### config.mk
export PLATFORM = sky130hd
export DESIGN_NAME = rx_ipv4_seq
export DESIGN_NICKNAME = d
export VERILOG_FILES = /design/src/rtl/rx_ipv4_pkg.sv /design/src/rtl/ipv4_csum_acc.sv /design/src/rtl/rx_ipv4_seq.sv
export SDC_FILE = /design/constraint.sdc
export NUM_CORES = 1
export LEC_CHECK = 0
export BUFFER_PORTS_ARGS = -buffer_cell sky130_fd_sc_hd__clkbuf_2
export CAP_MARGIN = 0
export CORE_UTILIZATION = 50
export CTS_CLUSTER_DIAMETER = 100
export CTS_CLUSTER_SIZE = 20
export DETAILED_ROUTE_END_ITERATION = 12
export HOLD_SLACK_MARGIN = 0.08
export PLACE_DENSITY = 0.68
export SYNTH_ARGS = -nofsm -noshare
export SYNTH_HDL_FRONTEND = slang
export SYNTH_HIERARCHICAL = 1
export SYNTH_SLANG_ARGS = --single-unit
export TNS_END_PERCENT = 5
### constraint.sdc
create_clock -name RX_CLK -period 6.6 [get_ports RX_CLK]
set_input_delay 1.32 -clock RX_CLK [delete_from_list [all_inputs] [get_ports RX_CLK]]
set_output_delay 1.32 -clock RX_CLK [all_outputs]
set_load 0.03 [all_outputs]
### src/rtl/rx_ipv4_pkg.sv
// Shared types and constants for the receive-side IPv4 sequencer.
// Latency: n/a (declarations only).
// Backpressure: n/a (declarations only).
package rx_ipv4_pkg;

  localparam int         OCT = 8;
  localparam logic [7:0] UDP = 8'h11;

  typedef enum logic [1:0] {
    ST_IDLE,
    ST_HDR,
    ST_PAYLOAD,
    ST_DISCARD
  } state_t;

  // Drop reasons; a lower code wins when several apply.
  localparam logic [2:0] DROP_NONE        = 3'd0;
  localparam logic [2:0] DROP_BAD_VER_IHL = 3'd1;
  localparam logic [2:0] DROP_BAD_LEN     = 3'd2;
  localparam logic [2:0] DROP_BAD_CSUM    = 3'd3;
  localparam logic [2:0] DROP_NOT_MINE    = 3'd4;
  localparam logic [2:0] DROP_FRAG        = 3'd5;
  localparam logic [2:0] DROP_HDR_TRUNC   = 3'd6;

  // Byte offsets within the IPv4 header.
  localparam logic [7:0] OFF_TLEN_HI = 8'd2;
  localparam logic [7:0] OFF_TLEN_LO = 8'd3;
  localparam logic [7:0] OFF_FRAG_HI = 8'd6;
  localparam logic [7:0] OFF_FRAG_LO = 8'd7;
  localparam logic [7:0] OFF_PROTO   = 8'd9;
  localparam logic [7:0] OFF_SRC0    = 8'd12;
  localparam logic [7:0] OFF_SRC3    = 8'd15;
  localparam logic [7:0] OFF_DST0    = 8'd16;
  localparam logic [7:0] OFF_DST3    = 8'd19;

  localparam logic [31:0] BCAST_IP = 32'hFFFF_FFFF;

  // One's-complement 16-bit add with end-around carry; a single fold is
  // enough because two 16-bit operands cannot carry twice.
  function automatic logic [15:0] csum_add(input logic [15:0] a, input logic [15:0] b);
    logic [16:0] s;
    s = {1'b0, a} + {1'b0, b};
    return s[15:0] + {15'd0, s[16]};
  endfunction

endpackage

### src/rtl/ipv4_csum_acc.sv
// Running one's-complement sum of header bytes (built only with RX_IPV4_CSUM_EN).
// Latency: sum registered 1 cycle; ok_next is combinational and includes byte_in.
// Backpressure: none; consumes a byte whenever byte_vld is high.
`ifdef RX_IPV4_CSUM_EN
module ipv4_csum_acc
  import rx_ipv4_pkg::*;
(
  input  logic           RX_CLK,
  input  logic           rst,
  input  logic           clr,
  input  logic           byte_vld,
  input  logic [OCT-1:0] byte_in,
  output logic [15:0]    sum,
  output logic           ok_next
);

  logic [7:0]  hi_byte;
  logic        odd;
  logic [15:0] base_sum;
  logic        base_odd;
  logic [15:0] sum_next;

  // clr restarts the sum; a byte arriving with clr is the first byte of the new sum.
  assign base_sum = clr ? 16'd0 : sum;
  assign base_odd = clr ? 1'b0  : odd;
  assign sum_next = csum_add(base_sum, {hi_byte, byte_in});
  assign ok_next  = byte_vld && base_odd && (sum_next == 16'hFFFF);

  // Even bytes are parked as the high half; odd bytes complete a word and add it in.
  always_ff @(posedge RX_CLK or posedge rst) begin
    if (rst) begin
      sum     <= 16'd0;
      hi_byte <= 8'd0;
      odd     <= 1'b0;
    end else if (byte_vld) begin
      if (base_odd) begin
        sum <= sum_next;
        odd <= 1'b0;
      end else begin
        sum     <= base_sum;
        hi_byte <= byte_in;
        odd     <= 1'b1;
      end
    end else if (clr) begin
      sum <= 16'd0;
      odd <= 1'b0;
    end
  end

endmodule
`endif

### src/rtl/rx_ipv4_seq.sv
// IPv4 receive sequencer: parses/filters the header, forwards the payload bounded by Total Length. Checksum check enabled by RX_IPV4_CSUM_EN.
// Latency: payload 1 cycle registered; accept/drop the cycle after the last header byte; trunc the cycle after valid falls.
// Backpressure: none; the input stream cannot be stalled, trailing pad bytes are absorbed in DISCARD.
module rx_ipv4_seq
  import rx_ipv4_pkg::*;
(
  input  logic           RX_CLK,
  input  logic           rst,
  input  logic [31:0]    ip_addr,
  input  logic           rx_payload_ipv4,
  input  logic [OCT-1:0] rx_payload,
  output logic [31:0]    rx_src_ip,
  output logic [7:0]     rx_proto,
  output logic           rx_is_udp,
  output logic           rx_data_valid,
  output logic [OCT-1:0] rx_data,
  output logic           rx_data_sop,
  output logic           rx_data_eop,
  output logic           rx_accept,
  output logic           rx_drop,
  output logic [2:0]     rx_drop_code,
  output logic           rx_trunc
);

  state_t      state;
  logic [7:0]  hcnt;
  logic [3:0]  ihl;
  logic [15:0] tot_len;
  logic [13:0] frag;
  logic [7:0]  proto;
  logic [31:0] src_ip;
  logic [31:0] dst_ip;
  logic [15:0] remain;
  logic        sop_pend;

  logic [7:0]  hdr_len;
  logic        hdr_last;
  logic [31:0] dst_cmp;
  logic [15:0] payload_len;
  logic [2:0]  dec_code;
  logic        csum_ok;

  assign hdr_len     = {2'b00, ihl, 2'b00};
  assign hdr_last    = (hcnt == hdr_len - 8'd1);
  // With IHL=5 the decision byte is the last destination byte itself.
  assign dst_cmp     = (hcnt == OFF_DST3) ? {dst_ip[23:0], rx_payload} : dst_ip;
  assign payload_len = tot_len - {8'd0, hdr_len};

`ifdef RX_IPV4_CSUM_EN
  logic [15:0] csum_sum;
  ipv4_csum_acc u_csum (
    .RX_CLK   (RX_CLK),
    .rst      (rst),
    .clr      (state == ST_IDLE),
    .byte_vld (rx_payload_ipv4 && (state == ST_IDLE || state == ST_HDR)),
    .byte_in  (rx_payload),
    .sum      (csum_sum),
    .ok_next  (csum_ok)
  );
`else
  assign csum_ok = 1'b1;
`endif

  // Header verdict for the last header byte; lowest applicable code wins.
  always_comb begin
    dec_code = DROP_NONE;
    if (tot_len < {8'd0, hdr_len})
      dec_code = DROP_BAD_LEN;
    else if (!csum_ok)
      dec_code = DROP_BAD_CSUM;
    else if (dst_cmp != ip_addr && dst_cmp != BCAST_IP)
      dec_code = DROP_NOT_MINE;
    else if (frag[13] || frag[12:0] != 13'd0)
      dec_code = DROP_FRAG;
  end

  // Frame sequencer: header capture, verdict, payload forwarding and status pulses.
  always_ff @(posedge RX_CLK or posedge rst) begin
    if (rst) begin
      state         <= ST_IDLE;
      hcnt          <= 8'd0;
      ihl           <= 4'd0;
      tot_len       <= 16'd0;
      frag          <= 14'd0;
      proto         <= 8'd0;
      src_ip        <= 32'd0;
      dst_ip        <= 32'd0;
      remain        <= 16'd0;
      sop_pend      <= 1'b0;
      rx_src_ip     <= 32'd0;
      rx_proto      <= 8'd0;
      rx_is_udp     <= 1'b0;
      rx_data_valid <= 1'b0;
      rx_data       <= '0;
      rx_data_sop   <= 1'b0;
      rx_data_eop   <= 1'b0;
      rx_accept     <= 1'b0;
      rx_drop       <= 1'b0;
      rx_drop_code  <= 3'd0;
      rx_trunc      <= 1'b0;
    end else begin
      rx_accept     <= 1'b0;
      rx_drop       <= 1'b0;
      rx_trunc      <= 1'b0;
      rx_data_valid <= 1'b0;
      rx_data_sop   <= 1'b0;
      rx_data_eop   <= 1'b0;
      if (!rx_payload_ipv4) begin
        if (state == ST_HDR) begin
          rx_drop      <= 1'b1;
          rx_drop_code <= DROP_HDR_TRUNC;
        end
        if (state == ST_PAYLOAD && remain != 16'd0)
          rx_trunc <= 1'b1;
        state    <= ST_IDLE;
        hcnt     <= 8'd0;
        remain   <= 16'd0;
        sop_pend <= 1'b0;
      end else begin
        case (state)
          ST_IDLE: begin
            ihl  <= rx_payload[3:0];
            hcnt <= 8'd1;
            if (rx_payload[7:4] != 4'd4 || rx_payload[3:0] < 4'd5) begin
              rx_drop      <= 1'b1;
              rx_drop_code <= DROP_BAD_VER_IHL;
              state        <= ST_DISCARD;
            end else begin
              state <= ST_HDR;
            end
          end
          ST_HDR: begin
            hcnt <= hcnt + 8'd1;
            case (hcnt)
              OFF_TLEN_HI: tot_len[15:8] <= rx_payload;
              OFF_TLEN_LO: tot_len[7:0]  <= rx_payload;
              OFF_FRAG_HI: frag[13:8]    <= rx_payload[5:0];
              OFF_FRAG_LO: frag[7:0]     <= rx_payload;
              OFF_PROTO:   proto         <= rx_payload;
              default: ;
            endcase
            if (hcnt >= OFF_SRC0 && hcnt <= OFF_SRC3)
              src_ip <= {src_ip[23:0], rx_payload};
            if (hcnt >= OFF_DST0 && hcnt <= OFF_DST3)
              dst_ip <= {dst_ip[23:0], rx_payload};
            if (hdr_last) begin
              if (dec_code != DROP_NONE) begin
                rx_drop      <= 1'b1;
                rx_drop_code <= dec_code;
                state        <= ST_DISCARD;
              end else begin
                rx_accept <= 1'b1;
                rx_src_ip <= src_ip;
                rx_proto  <= proto;
                rx_is_udp <= (proto == UDP);
                remain    <= payload_len;
                sop_pend  <= 1'b1;
                // A zero-length payload just waits out the frame silently.
                state     <= (payload_len != 16'd0) ? ST_PAYLOAD : ST_DISCARD;
              end
            end
          end
          ST_PAYLOAD: begin
            rx_data_valid <= 1'b1;
            rx_data       <= rx_payload;
            rx_data_sop   <= sop_pend;
            rx_data_eop   <= (remain == 16'd1);
            sop_pend      <= 1'b0;
            remain        <= remain - 16'd1;
            if (remain == 16'd1)
              state <= ST_DISCARD;
          end
          default: ; // ST_DISCARD: swallow bytes until valid falls
        endcase
      end
    end
  end

endmodule
======== Word-level counts from Yosys, hierarchy flattened ========
Index checks and enable logic that the tools add are counted.
storage, ports and cells
  bits in registers ....................... 191
  output and inout bits ................... 58
  logic and storage cells ................. 127
operators by class
  add/sub/neg operators ................... 4
  $lt $le $gt $ge ......................... 6
  equality and inequality tests ........... 22
  muxes and demuxes ....................... 45
  bitwise operators ....................... 1
  reductions and logical operators ........ 26
operator list
  kind                                                               number
  two-way mux 16 bit                                                 3
  two-way mux 32 bit                                                 1
  != test 32 bit                                                     1
  != test 32 bit, second input constant                              1
  one-hot mux 16 bit (2 select lines)                                1
  nonzero test 16 bit                                                2
  AND reduction 3 bit                                                9
  two-way mux 3 bit                                                  8
  two-way mux 1 bit                                                  22
  == test 16 x 1 -> 1 bit, second input constant                     1
  == test 8 x 2 -> 1 bit, second input constant                      2
  == test 8 x 3 -> 1 bit, second input constant                      2
  == test 8 x 5 -> 1 bit, second input constant                      2
  < comparator 16 x 6 -> 1 bit                                       1
  one-hot mux 8 bit (2 select lines)                                 1
  subtractor 16 x 1 -> 16 bit, second input constant                 1
  subtractor 16 x 6 -> 16 bit                                        1
  nonzero test 13 bit                                                1
  != test 3 bit, second input constant                               3
  adder 8 x 1 -> 8 bit, second input constant                        1
  == test 8 x 4 -> 1 bit, second input constant                      1
  == test 8 bit                                                      1
  greater-or-equal comparator 8 x 4 -> 1 bit, second input constant  1
  greater-or-equal comparator 8 x 5 -> 1 bit, second input constant  1
  24 further kinds                                                   36

======== Logic depth before layout (Yosys ltp) ========
  depth after elaboration ................. 11
  depth in mapped cells ................... 15
  depth with buffers taken out ............ 13

======== Worst setup path after synthesis ========
No wires, ideal clock.
  kind .................................... in2reg
  from .................................... input ip_addr[2]
  to ...................................... register rx_is_udp
  arrival ................................. 3,374 ps
  setup slack ............................. 3,099 ps
  cell stages on the path ................. 10
  cells stage by stage .................... inv_1 a221o_1 a211oi_1 o221ai_1 nor4_2 a31o_2 nand3_2 nor3_4 buf_6 mux2_1
between the ends
  longest elaborated chain between the ends .. 7
RTL lines
  item                                  line                RTL
  start, declared                       rx_ipv4_seq.sv:9    input logic [31:0] ip_addr,
  != test 32 bit                        rx_ipv4_seq.sv:71   else if (dst_cmp != ip_addr && dst_cmp != BCAST_IP)
  logical AND 1 bit                     rx_ipv4_seq.sv:71
  two-way mux 3 bit                     rx_ipv4_seq.sv:71
  two-way mux 3 bit                     rx_ipv4_seq.sv:67   if (tot_len < {8'd0, hdr_len})
  nonzero test 3 bit                    rx_ipv4_seq.sv:147  if (dec_code != DROP_NONE) begin
  NOT 1 bit (no source line)            --
  AND reduction 4 bit (no source line)  --
  end signal, assigned                  rx_ipv4_seq.sv:155  rx_is_udp <= (proto == UDP);
  end, declared                         rx_ipv4_seq.sv:14   output logic rx_is_udp,
Every way passes these cells.
A chain may end at the register's enable or synchronous reset.

======== Worst setup path after layout ========
  from .................................... register hcnt[0]
  to ...................................... register remain[2]
between the ends
  longest elaborated chain between the ends .. 9
RTL lines
  item                                    line                RTL
  start, declared                         rx_ipv4_seq.sv:26   logic [7:0] hcnt;
  start signal, assigned                  rx_ipv4_seq.sv:133  hcnt <= hcnt + 8'd1;
  == test 8 x 5 -> 1 bit                  rx_ipv4_seq.sv:46   assign dst_cmp = (hcnt == OFF_DST3) ? {dst_ip[23:0], rx_payload} : dst_ip;
  two-way mux 32 bit                      rx_ipv4_seq.sv:46
  != test 32 bit                          rx_ipv4_seq.sv:71
  logical AND 1 bit                       rx_ipv4_seq.sv:71
  two-way mux 3 bit                       rx_ipv4_seq.sv:71
  two-way mux 3 bit                       rx_ipv4_seq.sv:67
  nonzero test 3 bit                      rx_ipv4_seq.sv:147
  != test 3 bit (no source line)          --
  AND reduction 3 bit (no source line) *  --
  end signal, assigned                    rx_ipv4_seq.sv:156  remain <= payload_len;
  end signal, assigned                    rx_ipv4_seq.sv:169  remain <= remain - 16'd1;
  end, declared                           rx_ipv4_seq.sv:33   logic [15:0] remain;
Mark *: on every way between the ends. The rest lies on a longest branch, timed or not.

==> reports/summary.txt <==
Core Area = 18710 sq um
leakage power figure = 0.005431 uW
remaining antenna violation count = 0
post-synthesis sequential area ratio = 50.15%
register bit count reported by yosys = 191
clk_skew = 12.78 ps
VDD IR max = 0.2047 mV
H-Tree Depth = 4
Slew headroom = 36.17%
TNS Setup = 0 ps
Setup Crit Path Kind = flop to flop
Finish-stage setup viols = 0
Worst Tran Pin Value = 957.5 ps
worst path arrival time = 4270 ps
GR Overflow Total = 0
worst hold path class = flop to flop
max-slew violations = 0
vias per cell = 5.763
final hold violations = 0
clock buffer depth = 2
MaxCap Viol Count = 0
first-pass GRT wire length = 35470 um
Reg-to-Reg End = remain[2]
syn_nets = 908
pin count of the biggest net entering global routing = 126
GPL Wtd Cong = 0.8955
DR iter-0 viols = 550
Clock Tree Root = clkbuf_16
initial antenna violation count = 0
die footprint = 19620 sq um
hpwl dp = 14560 um
ANT cells = 0
FF-to-FF setup slack = 2640 ps
Starting Density = 50.95%
CTS Buf Count = 17
Tmin final = 3963 ps
Yosys warnings = 6
Worst-Skew Late Latency = 440 ps
DR WL/cell = 18.11 um
Yosys cell types = 74
Hold Path Cell Cnt = 2
Async S/R FF share, synth = 100.0%
Synth Instances = 850
First-pass DRT Iterations = 5
Die Y = 140.1 um
hold_buf cts = 0
DRC viols = 0
row count = 50
reg2reg path depth = 10
Crit path required time = 6900 ps
fmax = 252.4 MHz
crit path capture type = flop
reg2reg start = hcnt[0]
min-delay src = rx_data[1]
WHS = 479.7 ps
Worst-path clk slew = 70 ps
CTS tree = done
Worst Setup SP = hcnt[0]
Die Wd = 140.1 um
nets = 994
Via Count = 6812
Top Ports = 101
run status = completed
Sink Count = 191
Synth Flop Type = dfrtp_1
RSZ-0062 raised after global routing = no
Final Cycle Share = 60.04%
hold endpoint = rx_data[1]
IO buf count = 100
share of cells above drive strength 1 = 26.58%
worst-path maximum fanout = 20
Setup Buffers After CTS = 0
syn avg cell area = 11.21 sq um
CP Launch Type = flop
pwr/cell area = 323.4 nW/um^2
vias in the first global route = 6740
Cell Area, Synth = 9530 sq um
P&R area growth vs syn = 13.11%
Resize count post-CTS = 0
global router's overall resource usage = 23.27%
final wirelength = 21400 um
EDFF count, synth = 0
registers in the layout, summed over array words and instances, names as in the netlist, 2 cells and up:
register / count
rx_data: 8
dst_ip: 32
src_ip: 32
rx_proto: 8
rx_drop_code: 3
rx_src_ip: 32
remain: 16
state: 2
ihl: 4
hcnt: 8
proto: 8
frag: 14
tot_len: 16
cells in the final DEF, fill, tap and decap left out, types with 4 or more instances in the layout:
master,instances
buf_4,6
a22oi_1,4
clkbuf_2,100
nor2_1,37
xor2_1,43
nor4b_1,4
or4_1,4
clkbuf_16,17
inv_1,43
dfrtp_1,191
nor2b_1,12
mux2i_1,4
nor4_1,17
o22ai_1,15
a21oi_1,28
nand2_1,65
ha_1,14
nor3_1,23
mux2_1,40
mux2_2,99
o2bb2ai_1,5
nand2b_1,5
inv_8,5
clkinv_8,4
nand3_1,19
nand4_1,17
and3_1,8
a31oi_1,4
xnor2_1,11
o21ai_0,28
logic make-up (layout without fill, tap and decap cells):
logic type / Yosys count / after routing / share of synthesized area, %
AOI/OAI and AO/OA: 120 / 120 / 8.297
xor gates and xnor gates: 54 / 54 / 4.963
adders and majority gates: 15 / 15 / 2.048
buffers and inverters: 84 / 182 / 3.939
DFF: 191 / 191 / 50.15
muxes: 143 / 143 / 16.84
and+or+nand+nor: 243 / 243 / 13.76
synthesized netlist by cell type, types with 14 or more instances:
cell        n  area, sq um
mux2_2     99         1115
a21oi_1    28        140.1
dfrtp_1   191         4780
nand3_1    19        95.09
inv_1      44        165.2
xor2_1     43        376.6
mux2_1     40        450.4
nor3_1     23        115.1
ha_1       14        175.2
nor2_1     37        138.9
o21ai_0    28        140.1
clkbuf_1   25        93.84
nand2_1    65        244.0
nand4_1    17        106.4
nor4_1     17        106.4
o22ai_1    15        93.84
stage by stage:
| step | cell area (sq um) | power, uW | utilization (%) | std cells | setup WS (ps) |
|---|---|---|---|---|---|
| finish | 10780 | 3487 | 57.63 | 1182 | 2637 |
| detailed placement | 10180 | 2461 | 54.40 | 1151 | 2377 |
| floorplan | 9530 | 2190 | - | 850 | 81.16 |
| CTS | 10780 | 3517 | 57.63 | 1182 | 2678 |
| global route | 10780 | 3701 | 57.63 | 1182 | 2369 |
| global placement | 10180 | 2451 | 54.40 | 1151 | 2399 |
metal layers:
layer / share of wire [%] / global-route usage, %
met4: 1.3 / 6.536
met2: 48 / 37.08
met5: 0 / 0
met1: 45 / 31.63
met3: 5.3 / 5.744
worst max-delay path, cell delays in order, from the launching register on:
cell	delay, ps
dfrtp_1	430
ha_1	340
nor2b_4	240
and4b_1	550
mux2_2	260
o221ai_1	120
nor4_2	270
a31o_2	290
nand4_2	450
and3_1	380
or4_1	490
power breakdown:
group          internal (uW)  switching (uW)
combinational            389             664
clock                    546             497
sequential              1290             105
total                   2220            1270
cell type report:
type | instances | area [sq um]
Inverter | 45 | 176.4
Clock inverter | 13 | 175.2
Sequential cell | 191 | 4780
Clock buffer | 18 | 429.2
Timing Repair Buffer | 106 | 545.5
Tap cell | 234 | 292.8
Multi-Input combinational cell | 575 | 4382
Fill cell | 1574 | 7925
how the worst max path moves through the flow:
stage,endpoint,slack [ps],cells past startpoint
after floorplan,dst_ip[0],80,1
after global placement,remain[2],2400,10
after detailed placement,remain[2],2380,10
after CTS,remain[2],2680,10
after global routing,remain[2],2370,10
final,remain[2],2640,10
No activity file was read; power rests on OpenSTA's default activity.
